===== config.mk =====
export PLATFORM = sky130hd
export DESIGN_NAME = cam_pattern_gen_flat
export DESIGN_NICKNAME = d
export VERILOG_FILES = /design/src/rtl/cam_pattern_gen_if.sv /design/src/rtl/cam_pattern_gen.sv /design/src/flat_wrapper.sv
export SDC_FILE = /design/constraint.sdc
export NUM_CORES = 1
export LEC_CHECK = 0
export CAP_MARGIN = 20
export CORE_AREA = 2 2 145 147
export CTS_CLUSTER_DIAMETER = 120
export CTS_CLUSTER_SIZE = 28
export DETAILED_ROUTE_END_ITERATION = 7
export DIE_AREA = 0 0 147 149
export HOLD_SLACK_MARGIN = 0.08
export PLACE_DENSITY_LB_ADDON = 0.3
export SETUP_SLACK_MARGIN = 0.2
export SLEW_MARGIN = 15
export SYNTH_ARGS = -nofsm -noshare
export SYNTH_HDL_FRONTEND = slang
export SYNTH_SLANG_ARGS = --single-unit

===== constraint.sdc =====
create_clock -name cmos_pclk -period 11.6 [get_ports cmos_pclk]
set_input_delay 3.48 -clock cmos_pclk [delete_from_list [all_inputs] [get_ports cmos_pclk]]
set_output_delay 3.48 -clock cmos_pclk [all_outputs]
set_load 0.01 [all_outputs]

===== src/rtl/cam_pattern_gen_if.sv =====
// Signal bundle between the synthetic DVP camera source and its consumer.
// The generator owns the master side; the capture path or bench uses slave.
interface cam_pattern_gen_if;
  logic        enable;
  logic [1:0]  mode;
  logic        byte_swap;
  logic [7:0]  cmos_data;
  logic        cmos_href;
  logic        cmos_vsyn;
  logic [15:0] frame_cnt;
  logic        frame_done;

  modport master (
    input  enable, mode, byte_swap,
    output cmos_data, cmos_href, cmos_vsyn, frame_cnt, frame_done
  );

  modport slave (
    output enable, mode, byte_swap,
    input  cmos_data, cmos_href, cmos_vsyn, frame_cnt, frame_done
  );
endinterface


===== src/rtl/cam_pattern_gen.sv =====
// Byte-serial RGB565 DVP camera source with per-frame pattern/byte-order latch,
// clean start/stop at frame boundaries and a completed-frame counter.
module cam_pattern_gen #(
  parameter int H_ACTIVE  = 800,
  parameter int V_ACTIVE  = 480,
  parameter int H_BLANK   = 100,
  parameter int V_SYNC    = 1000,
  parameter int V_BACK    = 1000,
  parameter int F_GAP     = 2000,
  parameter int CHK_SHIFT = 3
) (
  input  logic               cmos_pclk,
  input  logic               rst_n,
  cam_pattern_gen_if.master  bus
);

  localparam int BAR_W = H_ACTIVE / 16;

  typedef enum logic [2:0] {
    S_IDLE, S_VSYNC, S_VBACK, S_HBLANK, S_ACTIVE, S_FGAP
  } state_t;

  state_t      r_state, w_state_nxt;
  logic [15:0] r_cnt, r_row, r_seq, r_frame_cnt;
  logic [1:0]  r_mode;
  logic        r_swap;
  logic [7:0]  r_data;
  logic        r_href, r_vsyn, r_done;

  logic        w_last, w_start;
  logic [15:0] w_p, w_pval;
  logic [7:0]  w_data;
  logic        w_href, w_vsyn, w_done;

  // r_cnt counts cycles spent in the current state; w_last marks its final one.
  always_comb begin
    w_last = 1'b0;
    unique case (r_state)
      S_VSYNC:  w_last = (r_cnt == 16'(V_SYNC - 1));
      S_VBACK:  w_last = (r_cnt == 16'(V_BACK - 1));
      S_HBLANK: w_last = (r_cnt == 16'(H_BLANK - 1));
      S_ACTIVE: w_last = (r_cnt == 16'(2 * H_ACTIVE - 1));
      S_FGAP:   w_last = (r_cnt == 16'(F_GAP - 1));
      default:  w_last = 1'b0;
    endcase
  end

  always_ff @(posedge cmos_pclk) begin
    if (!rst_n) r_state <= S_IDLE;
    else        r_state <= w_state_nxt;
  end

  always_comb begin
    w_state_nxt = r_state;
    unique case (r_state)
      S_IDLE:   if (bus.enable) w_state_nxt = S_VSYNC;
      S_VSYNC:  if (w_last) w_state_nxt = S_VBACK;
      S_VBACK:  if (w_last) w_state_nxt = S_HBLANK;
      S_HBLANK: if (w_last) w_state_nxt = S_ACTIVE;
      S_ACTIVE: if (w_last) w_state_nxt = (r_row == 16'(V_ACTIVE - 1)) ? S_FGAP : S_HBLANK;
      S_FGAP:   if (w_last) w_state_nxt = bus.enable ? S_VSYNC : S_IDLE;
      default:  w_state_nxt = S_IDLE;
    endcase
  end

  assign w_start = (w_state_nxt == S_VSYNC) && (r_state != S_VSYNC);

  always_comb begin
    w_p    = r_cnt >> 1;
    w_pval = 16'h0000;
    unique case (r_mode)
      2'd0:    w_pval = r_seq;
      2'd1:    w_pval = 16'h8000 >> (w_p / 16'(BAR_W));
      2'd2:    w_pval = {16{w_p[CHK_SHIFT] ^ r_row[CHK_SHIFT]}};
      default: w_pval = r_row;
    endcase
    w_vsyn = (r_state == S_VSYNC);
    w_href = (r_state == S_ACTIVE);
    w_done = (r_state == S_FGAP) && w_last;
    w_data = 8'h00;
    // Even byte index is the pixel's first byte; byte_swap flips which half goes first.
    if (w_href) w_data = (r_cnt[0] ^ r_swap) ? w_pval[7:0] : w_pval[15:8];
  end

  always_ff @(posedge cmos_pclk) begin
    if (!rst_n) begin
      r_cnt       <= '0;
      r_row       <= '0;
      r_seq       <= '0;
      r_mode      <= '0;
      r_swap      <= 1'b0;
      r_frame_cnt <= '0;
      r_data      <= '0;
      r_href      <= 1'b0;
      r_vsyn      <= 1'b0;
      r_done      <= 1'b0;
    end else begin
      if (r_state == S_IDLE || w_state_nxt != r_state) r_cnt <= '0;
      else                                             r_cnt <= r_cnt + 16'd1;

      if (w_start) begin
        r_mode <= bus.mode;
        r_swap <= bus.byte_swap;
        r_row  <= '0;
        r_seq  <= '0;
      end else begin
        if (r_state == S_ACTIVE && w_last && w_state_nxt == S_HBLANK) r_row <= r_row + 16'd1;
        if (r_state == S_ACTIVE && r_cnt[0]) r_seq <= r_seq + 16'd1;
      end

      if (w_done) r_frame_cnt <= r_frame_cnt + 16'd1;

      r_data <= w_data;
      r_href <= w_href;
      r_vsyn <= w_vsyn;
      r_done <= w_done;
    end
  end

  assign bus.cmos_data  = r_data;
  assign bus.cmos_href  = r_href;
  assign bus.cmos_vsyn  = r_vsyn;
  assign bus.frame_cnt  = r_frame_cnt;
  assign bus.frame_done = r_done;

endmodule


===== src/flat_wrapper.sv =====
// flat-port wrapper written by rule: the top's interface ports become plain ports
module cam_pattern_gen_flat 
#(
  parameter int H_ACTIVE  = 800,
  parameter int V_ACTIVE  = 480,
  parameter int H_BLANK   = 100,
  parameter int V_SYNC    = 1000,
  parameter int V_BACK    = 1000,
  parameter int F_GAP     = 2000,
  parameter int CHK_SHIFT = 3
)
  (cmos_pclk, rst_n, bus_enable, bus_mode, bus_byte_swap, bus_cmos_data, bus_cmos_href, bus_cmos_vsyn, bus_frame_cnt, bus_frame_done);
  cam_pattern_gen_if bus_i ();
  input  logic cmos_pclk;
  input  logic rst_n;
  input wire logic [$bits(bus_i.enable)-1:0] bus_enable;
  input wire logic [$bits(bus_i.mode)-1:0] bus_mode;
  input wire logic [$bits(bus_i.byte_swap)-1:0] bus_byte_swap;
  output wire logic [$bits(bus_i.cmos_data)-1:0] bus_cmos_data;
  output wire logic [$bits(bus_i.cmos_href)-1:0] bus_cmos_href;
  output wire logic [$bits(bus_i.cmos_vsyn)-1:0] bus_cmos_vsyn;
  output wire logic [$bits(bus_i.frame_cnt)-1:0] bus_frame_cnt;
  output wire logic [$bits(bus_i.frame_done)-1:0] bus_frame_done;
  assign bus_i.enable = bus_enable;
  assign bus_i.mode = bus_mode;
  assign bus_i.byte_swap = bus_byte_swap;
  assign bus_cmos_data = bus_i.cmos_data;
  assign bus_cmos_href = bus_i.cmos_href;
  assign bus_cmos_vsyn = bus_i.cmos_vsyn;
  assign bus_frame_cnt = bus_i.frame_cnt;
  assign bus_frame_done = bus_i.frame_done;
  cam_pattern_gen #(.H_ACTIVE(H_ACTIVE), .V_ACTIVE(V_ACTIVE), .H_BLANK(H_BLANK), .V_SYNC(V_SYNC), .V_BACK(V_BACK), .F_GAP(F_GAP), .CHK_SHIFT(CHK_SHIFT)) u_core (.cmos_pclk(cmos_pclk), .rst_n(rst_n), .bus(bus_i));
endmodule

== Word-level counts from Yosys, hierarchy flattened ==
Index checks and enable logic that the tools add are counted.

* Register bits after elaboration: 81
* Bits of input ports: 6
* Output and inout bits: 27
* Logic and storage cells: 60

* Add/sub/neg operators: 4
* Div/mod/pow operators: 1
* Equal/unequal tests: 16
* Shift-type cells: 1
* Mux-type cells: 12
* Bitwise logic cells: 3
* Reduce and logical (&&, ||, !) cells: 12

{| class="wikitable"
|+ Operators with widths
! operator !! number
|-
| 16-bit by 1-bit adder with 16-bit output, second input constant || 4
|-
| 16-bit case mux with 3 select lines || 1
|-
| 16-bit by 11-bit == test with 1-bit output, second input constant || 2
|-
| 3-bit two-way mux || 7
|-
| 3-bit case mux with 6 select lines || 1
|-
| 15-bit by 6-bit divider with 16-bit output, second input constant || 1
|-
| 16-bit by 10-bit == test with 1-bit output, second input constant || 1
|-
| 16-bit by 7-bit == test with 1-bit output, second input constant || 1
|-
| 16-bit by 9-bit == test with 1-bit output, second input constant || 1
|-
| 16-bit by 16-bit right shift with 16-bit output, first input constant || 1
|-
| 3-bit by 2-bit == test with 1-bit output, second input constant || 3
|-
| 8-bit two-way mux || 1
|-
| 3-bit by 1-bit == test with 1-bit output, second input constant || 2
|-
| 3-bit == test, second input constant || 2
|-
| 2-bit OR reduction || 3
|-
| 1-bit logical AND || 5
|-
| 1-bit case mux with 4 select lines || 1
|-
| 3-bit logical NOT || 1
|-
| 3-bit by 1-bit != test with 1-bit output, second input constant || 1
|-
| 3-bit != test || 1
|-
| 2-bit by 1-bit == test with 1-bit output, second input constant || 1
|-
| 2-bit == test, second input constant || 1
|-
| 2-bit logical NOT || 1
|-
| 2-bit AND reduction || 1
|-
| other kinds (4) || 5
|}

== Longest topological paths before layout ==
* Depth after elaboration: 8
* Mapped depth: 22

== Least setup slack after synthesis ==
OpenSTA, ideal clock, no wires.

* Path type: register to register
* Start point: reg u_core.r_cnt[14]
* End point: reg u_core.r_data[2] (netlist: u_core.bus.cmos_data[2])
* Arrival time: 4.763 ns
* Data required time: 11.477 ns
* Slack: 6.714 ns
* Stages on the path, launching flop included: 22
* Buffers on the path: 3
* Period minus slack after synthesis: 4.886 ns
* Cells stage by stage: dfxtp_1 -> buf_6 -> nand2_4 -> o211a_1 -> o32a_4 -> o21a_1 -> a221o_1 -> buf_4 -> o21ai_2 -> o22ai_2 -> buf_6 -> a21oi_4 -> mux2_4 -> o21a_2 -> o31ai_2 -> a22oi_1 -> maj3_2 -> o211ai_2 -> mux2_2 -> o22ai_1 -> o21a_2 -> o21ai_0

* Longest elaborated chain between the ends: 4

{| class="wikitable"
|+ Ends and longest elaborated chain
! what !! RTL line !! text
|-
| start, declared || cam_pattern_gen.sv:24 || <nowiki>logic [15:0] r_cnt, r_row, r_seq, r_frame_cnt;</nowiki>
|-
| start signal, assigned || cam_pattern_gen.sv:99 || <nowiki>else r_cnt <= r_cnt + 16'd1;</nowiki>
|-
| 15-bit by 6-bit divider with 16-bit output || cam_pattern_gen.sv:73 || <nowiki>2'd1: w_pval = 16'h8000 >> (w_p / 16'(BAR_W));</nowiki>
|-
| 16-bit by 16-bit right shift with 16-bit output || cam_pattern_gen.sv:73 ||
|-
| 16-bit case mux with 3 select lines || cam_pattern_gen.sv:71 || <nowiki>unique case (r_mode)</nowiki>
|-
| 8-bit two-way mux || cam_pattern_gen.sv:82 || <nowiki>if (w_href) w_data = (r_cnt[0] ^ r_swap) ? w_pval[7:0] : w_pval[15:8];</nowiki>
|-
| end signal, assigned || cam_pattern_gen.sv:113 || <nowiki>r_data <= w_data;</nowiki>
|-
| end, declared || cam_pattern_gen.sv:27 || <nowiki>logic [7:0] r_data;</nowiki>
|}

Every way passes these cells.
A chain may end at the register's enable or synchronous reset.

== Worst setup path after layout ==
* Start point: reg u_core.r_cnt[15]
* End point: reg u_core.r_data[2] (netlist: u_core.bus.cmos_data[2])

The elaborated chain is that of the path after synthesis.

==> metrics.cfg <==
[power_and_ir_drop]
power.switching_uw = 140
peakVddDrop_v = 0.0000795
seqPwrFrac_pct = 47.4
p_int_uw = 457
pwr-share-clk_pct = 49.8
p_leak_uw = 0.00224
combPwrFrac_pct = 2.8
swShare_pct = 23.4
powerDensity_nw_per_um2 = 88.2

[clock_tree]
cts_sinks = 81
cts_buffer_depth = 2
clk_pin_slew_ns = 0.07
clock_latency_ns = 0.34
numCtsBuffers = 9
htree_levels = 3
cts_setup_buffers = 0
clockRootBuffer = clkbuf_16
cts_tree = done
hold_buffers = 0
cts_resized = 0

[min_path]
hold_class = reg2reg

[floorplan]
core_area_um2 = 20600
fp-row-count = 53
start_util_pct = 29.0
die_w_um = 147
io_pins = 33
dieArea_um2 = 21900
chipHeight_um = 149

[yosys]
yosysTopAreaCellShare_pct = 27.2
yosysUniqueCellTypes = 97
yosys-top-cells-area = dfxtp_1, nor2_1, xnor2_1
synth_area_um2 = 5970
syn-num-nets = 775
yosysSeqAreaShare_pct = 27.2
async_reset_ff_share_pct = 0
ys_warn_count = 0
ys_seq_elements = 81
synth-edff-count = 0
yosys.area.top_type = dfxtp_1
avgSynthCellArea_um2 = 7.80
synth-main-ff-cell = dfxtp_1
syn_inst = 765

[finish]
antenna_cells = 0
synthToLayoutAreaGrowth_pct = 13.3
layout.nets = 777
final_layout_size_suffix_gt1_share_pct = 8.03
n_fill_cell = 2233
final-instance-count-excl-fill = 1047

[worst_setup_path]
crit_chain = nand2_1 -> o21bai_1 -> a21oi_1 -> o311ai_1 -> and2_1 -> nor3_1 -> o22ai_2 -> a21oi_4 -> mux2_4 -> nor3_2 -> nor2_1 -> a21oi_1 -> nor2_1 -> o211ai_2 -> mux2_2 -> o22ai_1 -> o21a_2 -> o21ai_0
cp-end-kind = flip-flop
path_buf_inv = 0
max_stage_delay_ns = 0.90
crit_family = compound AO/OA/AOI/OAI gates
critPathRequiredTime_ns = 11.82
cp_slowest_cell = dfxtp_1
startpoint_type = flip-flop
arrival_ns = 6.49
setup.worst_path.class = reg2reg
cp_max_fo = 27

[sta]
fin_ws_ns = 5.33
period_share_pct = 54.1
fmax_mhz = 159
finalSetupViolations = 0
final_hold_viol_count = 0
final-max-slew-violation-count = 0
period_minus_slack_ns = 6.27
setup_tns_ns = 0
rsz0062_at_grt = false
worstMarginPinSlew_ns = 0.890
clock_skew_ns = 0.00682
relSlewSlack_pct = 40.6

[global_routing]
antenna_found_initial = 0
grt_usage_pct = 14.2
grt_start_max_net_pins = 33
grt_pass1_wl_mm = 26.0
grt_pass1_vias = 5110
gr-total-overflow = 0

[status]
status = finished, final reports clean

[placed_design]
dpl.cell_count = 1031
globalplace.congestion = 0.882
place_ws_ns = 5.38
io_buffers = 32
dp_hpwl_mm = 11.5

[drt]
drtPass1Iterations = 5
drc = 0
via_count = 5483
antenna_left = 0
drt-total-wl_mm = 15.4
detail_route.wl_per_cell_um = 14.7
viasPerCell = 5.24
drtIter0Drc = 471

[flow_run]
cap_violations = 0

-- worst min-delay path: stages (launching register included) --
cell and delay [ns]:
dfxtp_1 0.32, o21ai_0 0.06, a21boi_0 0.07
-- layout by cell type (no fill, tap or decap), types with 5 or more instances in the layout --
cell and count:
nand2b_1 5, a21o_1 7, or3_1 12, o22ai_1 7, and3_1 12, a211oi_1 9, nand4_1 20, o31ai_1 7
nor2b_1 12, o21ai_0 49, nand2_1 58, a21boi_0 6, o21a_1 11, clkbuf_16 9, and2_1 22, dfxtp_1 81
mux2i_1 11, a22oi_1 6, xnor2_1 35, a31oi_1 11, nor3b_1 5, nor2_1 89, a21oi_1 41, xor2_1 24
o211ai_1 5, inv_1 20, nand3_1 26, nor3_1 21, clkdlybuf4s50_1 32
-- kinds of logic after synthesis --
group	synth area share, %
buffers and inverters	4.65
flip-flops	27.2
AO/OA/AOI/OAI	28.6
AND/OR/NAND/NOR	25.5
multiplexers	3.35
adder cells (fa/ha/maj)	1.36
XOR/XNOR	9.39
-- path summary, 6_finish.rpt --
| path | start | end | slack, ns | depth (start not counted) |
|---|---|---|---|---|
| worst max-delay path | u_core.r_cnt[15] | u_core.bus.cmos_data[2] | 5.33 | 18 |
| worst min-delay path | u_core.bus.frame_cnt[15] | u_core.bus.frame_cnt[15] | 0.50 | 2 |
| worst max register to register | u_core.r_cnt[15] | u_core.bus.cmos_data[2] | 5.33 | 18 |
| worst min register to register | u_core.bus.frame_cnt[15] | u_core.bus.frame_cnt[15] | 0.50 | 2 |
-- sequential cells by signal, summed over array words and instances, names as in the netlist --
register,cells
u_core.bus.cmos_data,8
u_core.bus.cmos_href,1
u_core.r_cnt,16
u_core.bus.cmos_vsyn,1
u_core.bus.frame_done,1
u_core.bus.frame_cnt,16
u_core.r_swap,1
u_core.r_state,3
u_core.r_seq,16
u_core.r_mode,2
u_core.r_row,16
-- synthesized netlist by cell type (5+ instances only) --
library cell / count
nor2_1: 89
dfxtp_1: 81
nand2_1: 58
o21ai_0: 49
a21oi_1: 41
xnor2_1: 35
clkbuf_1: 26
nand3_1: 26
xor2_1: 24
and2_1: 22
nor3_1: 21
inv_1: 20
nand4_1: 20
and3_1: 12
nor2b_1: 12
or3_1: 12
a31oi_1: 11
mux2i_1: 11
o21a_1: 11
a211oi_1: 9
buf_2: 8
a21o_1: 7
o22ai_1: 7
o31ai_1: 7
a21boi_0: 6
a22oi_1: 6
buf_1: 5
nand2b_1: 5
nor3b_1: 5
o211ai_1: 5
-- layer usage --
| layer | global-route usage [%] | vias to the layer above | routed length (um) |
|---|---|---|---|
| li1 | - | 2816 | - |
| met1 | 20.0 | 2569 | 7880 |
| met2 | 22.6 | 73 | 6900 |
| met3 | 1.68 | 25 | 304 |
| met4 | 4.86 | 0 | 293 |
| met5 | 0 | - | 0 |
-- power groups by stage --
stage | clock, uW | combinational, uW | sequential (uW)
3_3_place_gp | 0 | 17.1 | 289
3_5_place_dp | 0 | 17.1 | 289
2_1_floorplan | 0 | 12.7 | 287
5_1_grt | 317 | 18.6 | 283
6_report | 297 | 16.8 | 283
4_1_cts | 306 | 17.1 | 282
-- cell type report --
cell class              count  area [um^2]  share of cell area (%)
multi-input cells         620         4070                    60.2
flip-flops and latches     81         1620                    24.0
well taps                 275          344                    5.09
repair buffers             35          343                    5.07
clock buffers               9          225                    3.33
clock inverters             7         83.8                    1.24
inverters                  20         75.1                    1.11
-- per-stage QoR --
step	total power, uW	hold WS (ns)	cell area, um^2	utilization (%)
after detailed placement	306	0.493	6450	31.4
after global placement	306	0.486	6450	31.4
after CTS	605	0.503	6760	32.9
after floorplan	299	0.459	5970	-
after global routing	618	0.539	6760	32.9
final	597	0.497	6760	32.9
Power figures use the tool's default switching activity.
